$ cat config.mk
export PLATFORM = sky130hd
export DESIGN_NAME = fpu_host_link_16
export DESIGN_NICKNAME = d
export VERILOG_FILES = /design/src/rtl/fpu_host_link_16.sv
export SDC_FILE = /design/constraint.sdc
export NUM_CORES = 1
export LEC_CHECK = 0
export BUFFER_PORTS_ARGS = -buffer_cell sky130_fd_sc_hd__buf_2
export CORE_ASPECT_RATIO = 1.25
export CORE_MARGIN = 4
export CORE_UTILIZATION = 44
export DETAILED_ROUTE_END_ITERATION = 12
export PLACE_DENSITY_LB_ADDON = 0.3
export SYNTH_ARGS = -nofsm -noshare
export SYNTH_HDL_FRONTEND = slang
export SYNTH_SLANG_ARGS = --single-unit
$ cat constraint.sdc
create_clock -name clock -period 8.2 [get_ports clock]
set_input_delay 1.64 -clock clock [delete_from_list [all_inputs] [get_ports clock]]
set_output_delay 1.64 -clock clock [all_outputs]
set_load 0.05 [all_outputs]
$ cat src/rtl/fpu_host_link_16.sv
// fpu_host_link_16: host-side end of the 10-bit chip pin protocol for the 16-bit FPU.
// Accepts {a, b, op} over valid/ready and serializes it as five framed beats on
// chip_out. It then collects the two-beat result from chip_in and presents it
// on a valid/ready response port.
// Ports:
//   clock, reset            - rising-edge clock, asynchronous active-high reset
//   req_valid/req_ready     - request handshake; operands req_a, req_b, req_op
//   chip_out[9:0]           - {valid, first-beat marker, data byte} to chip pins
//   chip_in[9:0]            - {valid, high-byte marker, data byte} from chip pins
//   rsp_valid/rsp_ready     - response handshake; result rsp_y
//   busy                    - transaction in flight
//   timeout_err             - one-cycle pulse when a result beat never arrives
module fpu_host_link_16 #(
  parameter int unsigned TIMEOUT = 64
) (
  input  logic        clock,
  input  logic        reset,
  input  logic        req_valid,
  output logic        req_ready,
  input  logic [15:0] req_a,
  input  logic [15:0] req_b,
  input  logic [3:0]  req_op,
  output logic [9:0]  chip_out,
  input  logic [9:0]  chip_in,
  output logic        rsp_valid,
  input  logic        rsp_ready,
  output logic [15:0] rsp_y,
  output logic        busy,
  output logic        timeout_err
);

  localparam int unsigned TW = $clog2(TIMEOUT);
  localparam logic [TW-1:0] TMO_MAX = TW'(TIMEOUT - 1);
  localparam logic [2:0] LAST_SLOT = 3'd5;

  typedef enum logic [2:0] {
    ST_IDLE,
    ST_SEND,
    ST_WAIT_HI,
    ST_WAIT_LO,
    ST_RESP
  } state_e;

  state_e        state_q, state_d;
  logic [15:0]   a_q, a_d;
  logic [15:0]   b_q, b_d;
  logic [3:0]    op_q, op_d;
  logic [2:0]    beat_q, beat_d;
  logic [TW-1:0] tmo_q, tmo_d;
  logic [7:0]    y_hi_q, y_hi_d;
  logic [9:0]    chip_out_q, chip_out_d;
  logic          rsp_valid_q, rsp_valid_d;
  logic [15:0]   rsp_y_q, rsp_y_d;
  logic          req_ready_q, req_ready_d;
  logic          busy_q, busy_d;
  logic          timeout_err_q, timeout_err_d;

  logic          in_hi_c;
  logic          in_lo_c;
  logic          tmo_exp_c;

  assign in_hi_c   = chip_in[9] & chip_in[8];
  assign in_lo_c   = chip_in[9] & ~chip_in[8];
  assign tmo_exp_c = (tmo_q == TMO_MAX);

  // State register and all registered outputs.
  always_ff @(posedge clock or posedge reset) begin
    if (reset) begin
      state_q       <= ST_IDLE;
      a_q           <= '0;
      b_q           <= '0;
      op_q          <= '0;
      beat_q        <= '0;
      tmo_q         <= '0;
      y_hi_q        <= '0;
      chip_out_q    <= '0;
      rsp_valid_q   <= 1'b0;
      rsp_y_q       <= '0;
      req_ready_q   <= 1'b0;
      busy_q        <= 1'b0;
      timeout_err_q <= 1'b0;
    end else begin
      state_q       <= state_d;
      a_q           <= a_d;
      b_q           <= b_d;
      op_q          <= op_d;
      beat_q        <= beat_d;
      tmo_q         <= tmo_d;
      y_hi_q        <= y_hi_d;
      chip_out_q    <= chip_out_d;
      rsp_valid_q   <= rsp_valid_d;
      rsp_y_q       <= rsp_y_d;
      req_ready_q   <= req_ready_d;
      busy_q        <= busy_d;
      timeout_err_q <= timeout_err_d;
    end
  end

  // Next-state and next-output logic.
  always_comb begin
    state_d       = state_q;
    a_d           = a_q;
    b_d           = b_q;
    op_d          = op_q;
    beat_d        = beat_q;
    tmo_d         = tmo_q;
    y_hi_d        = y_hi_q;
    chip_out_d    = 10'h000;
    rsp_y_d       = rsp_y_q;
    timeout_err_d = 1'b0;

    unique case (state_q)
      ST_IDLE: begin
        if (req_valid && req_ready_q) begin
          a_d     = req_a;
          b_d     = req_b;
          op_d    = req_op;
          beat_d  = 3'd0;
          state_d = ST_SEND;
        end
      end

      // Slots 0..4 emit a beat; slot 5 drives the bus idle and moves on.
      ST_SEND: begin
        unique case (beat_q)
          3'd0:    chip_out_d = {2'b11, a_q[15:8]};
          3'd1:    chip_out_d = {2'b10, a_q[7:0]};
          3'd2:    chip_out_d = {2'b10, b_q[15:8]};
          3'd3:    chip_out_d = {2'b10, b_q[7:0]};
          3'd4:    chip_out_d = {2'b10, 4'h0, op_q};
          default: chip_out_d = 10'h000;
        endcase
        if (beat_q == LAST_SLOT) begin
          tmo_d   = '0;
          state_d = ST_WAIT_HI;
        end else begin
          beat_d  = beat_q + 3'd1;
        end
      end

      // Accepted beats are checked before expiry so a late beat still wins.
      ST_WAIT_HI: begin
        if (in_hi_c) begin
          y_hi_d  = chip_in[7:0];
          tmo_d   = '0;
          state_d = ST_WAIT_LO;
        end else if (tmo_exp_c) begin
          timeout_err_d = 1'b1;
          state_d       = ST_IDLE;
        end else begin
          tmo_d = tmo_q + TW'(1);
        end
      end

      ST_WAIT_LO: begin
        if (in_lo_c) begin
          rsp_y_d = {y_hi_q, chip_in[7:0]};
          state_d = ST_RESP;
        end else if (in_hi_c) begin
          y_hi_d = chip_in[7:0];
          tmo_d  = '0;
        end else if (tmo_exp_c) begin
          timeout_err_d = 1'b1;
          state_d       = ST_IDLE;
        end else begin
          tmo_d = tmo_q + TW'(1);
        end
      end

      ST_RESP: begin
        if (rsp_valid_q && rsp_ready) begin
          state_d = ST_IDLE;
        end
      end

      default: state_d = ST_IDLE;
    endcase

    // Status outputs track the state being entered so they line up with it.
    req_ready_d = (state_d == ST_IDLE);
    busy_d      = (state_d != ST_IDLE);
    rsp_valid_d = (state_d == ST_RESP);
  end

  assign req_ready   = req_ready_q;
  assign chip_out    = chip_out_q;
  assign rsp_valid   = rsp_valid_q;
  assign rsp_y       = rsp_y_q;
  assign busy        = busy_q;
  assign timeout_err = timeout_err_q;

endmodule

==> flow_metrics.tcl <==
set metrics [dict create \
    synth_edf_count 0 \
    maxCapViolCount 0 \
    rsz0062_at_grt "no" \
    outcome "complete, no violations" \
    die_height_um 109 \
    postCtsHoldBufs 0 \
    worstPathArrival_ps 3100 \
    synth_seq_cells 86 \
    slew_violations 0 \
    crit_path_top_delay_cell "and2_1" \
    layout_common_cells "dfrtp_1, buf_2, mux2_2, a22oi_1, clkbuf_8" \
    postRouteAntennaNets 0 \
    skew_ps 8.29 \
    power_density_nw_per_um2 395 \
    fin_cells 440 \
    crit_chain "buf_2 > and3b_1 > and2_1 > mux2_2" \
    globalplace.congestion 0.766 \
    portBuffers 79 \
    startpoint_type "input pin" \
    die_area_um2 9740 \
    clkTransAtPathRegs_ps 80 \
    worstMarginPinSlew_ps 1050 \
    clock_latency_ps 340 \
    cts_resized 0 \
    worstPathRequired_ps 8420 \
    vias_per_cell 5.31 \
    ff2ff_path_depth 4 \
    placed_cell_area_um2 4060 \
    fmax_mhz 347 \
    drc 0 \
    worstSetupEndpointType "register" \
    synth_area_um2 3620 \
    post-route-period-util_pct 35.2 \
    hold_slack_ps 507 \
    crit_buf_inv 1 \
    routed_wl_mm 6.99 \
    synth_cell_type_count 41 \
    area_growth_pct 17.3 \
    finalHoldViolCount 0 \
    cpPeakStageDelay_ps 670 \
    grt.total_usage_pct 15.2 \
    ir_drop_uv 196 \
    cts_tree "done" \
    core_um2 7880 \
    overflow 0 \
    synthCells 261 \
    num_antenna_cells 0 \
    dp_hpwl_mm 4.90 \
    rows 36 \
    hold_path.class "register to register" \
    fin_nets 397 \
    setup_tns_ps 0 \
    yosysSeqAreaShare_pct 59.5 \
    max_slew_margin_pct 29.9 \
    wl_per_cell_um 15.9 \
    synth_area_per_cell_um2 13.9 \
    drtPass1Iterations 4 \
    grt_max_degree 87 \
    critPathKind "input pin to register" \
    final_area_um2 4240 \
    grt_first_pass_wirelength_mm 11.4 \
    grt_pass1_vias 2366 \
    cts_buffers 9 \
    die_width_um 89.1 \
    ios 80 \
    syn_nets 317 \
    layout_min_cycle_time_ps 2890 \
    cts.sinks 86 \
    async_flop_share_pct 100 \
    cts_max_path_buffers 2 \
    final_common_cell "dfrtp_1" \
    final_layout_size_suffix_gt1_share_pct 47.2 \
    antenna_found_initial 0 \
    post_cts_buffers 0 \
    path_delay_family "simple AND/OR/NAND/NOR gates" \
    vias 2335 \
    path_max_fanout 18 \
    start_util_pct 45.9 \
    finalSetupViolations 0 \
    synthFlopType "dfrtp_1" \
    path_depth 4 \
    htree_levels 3 \
    root_buffer "clkbuf_8" \
    dp_cells 425 \
    power.leakage_nw 2.02 \
    ys_warn_count 0 \
    drt_first_iter_violations 74 \
    min_path_cells 1 \
    fill_cells 704 \
]
-- state kept, by name, summed over array words and instances (netlist names) --
| signal | flops |
|---|---|
| a_q | 16 |
| b_q | 16 |
| rsp_y | 16 |
| chip_out | 10 |
| y_hi_q | 8 |
| tmo_q | 6 |
| op_q | 4 |
| beat_q | 3 |
| state_q | 3 |
| busy | 1 |
| req_ready | 1 |
| rsp_valid | 1 |
| timeout_err | 1 |
-- worst register-to-register path, delay by kind of cell (launching register included) --
family,cells,cell delay (ps)
compound gates,1,930
flops,1,550
fa+ha+maj,1,360
buf+inv,2,200
-- stage by stage --
stage | power (mW) | worst slack, ps | util [%]
5_1_grt | 1.79 | 5230 | 53.8
4_1_cts | 1.70 | 5320 | 53.8
3_5_place_dp | 1.42 | 4950 | 51.5
3_3_place_gp | 1.39 | 4980 | 51.5
6_report | 1.68 | 5310 | 53.8
2_1_floorplan | 1.26 | 4340 | -
-- power breakdown --
group          total, mW  leakage [nW]  internal, mW  switching [mW]
registers          0.714          1.08         0.611           0.103
logic              0.685         0.852         0.263           0.422
clock network      0.276        0.0931         0.139           0.137
-- cells in the mapped netlist, drive strengths merged, types with 4 or more instances --
cell type	n	area [µm²]
dfrtp	86	2150
mux2	61	687
a22oi	12	90.1
buf	10	77.6
nand2	8	30.0
a21oi	7	35.0
a31oi	6	37.5
ha	6	75.1
inv	6	22.5
o21ai	6	30.0
nand3	5	25.0
a32oi	4	35.0
nor2	4	15.0
nor2b	4	25.0
o21a	4	30.0
-- worst paths after layout --
path / startpoint / end / slack, ps
worst max-delay path: chip_in[8] / rsp_y[7]$_DFFE_PP0P_ / 5310
worst min-delay path: rsp_y[1]$_DFFE_PP0P_ / rsp_y[1]$_DFFE_PP0P_ / 510
worst max register to register: beat_q[2]$_DFFE_PP0P_ / chip_out[9]$_DFF_PP0_ / 6020
worst min register to register: rsp_y[1]$_DFFE_PP0P_ / rsp_y[1]$_DFFE_PP0P_ / 510
max in group asynchronous: reset / b_q[1]$_DFFE_PP0P_ / 5910
min in group asynchronous: reset / a_q[3]$_DFFE_PP0P_ / 1620
-- cell families after synthesis --
logic type | Yosys count | synth area share [%]
flops | 86 | 59.5
mux | 62 | 19.4
compound gates | 49 | 9.69
simple gates | 40 | 6.40
buf+inv | 18 | 2.97
fa+ha+maj | 6 | 2.08
-- routing by layer --
layer,track usage [%],wire (µm),vias up
met3,4.42,544,8
met4,5.21,99,0
met2,24.0,3310,68
met5,0,0,-
met1,19.9,3040,1140
li1,-,-,1119
-- final cells by class --
cell class / count / area, µm² / share of cell area, %
clock buffers: 11 / 131 / 3.10
clock inverters: 4 / 48.8 / 1.15
inverters: 6 / 23.8 / 0.560
multi-input cells: 157 / 1360 / 32.0
flip-flops and latches: 86 / 2150 / 50.7
well taps: 95 / 119 / 2.80
repair buffers: 81 / 410 / 9.67
No activity file was read; power rests on OpenSTA's default activity.
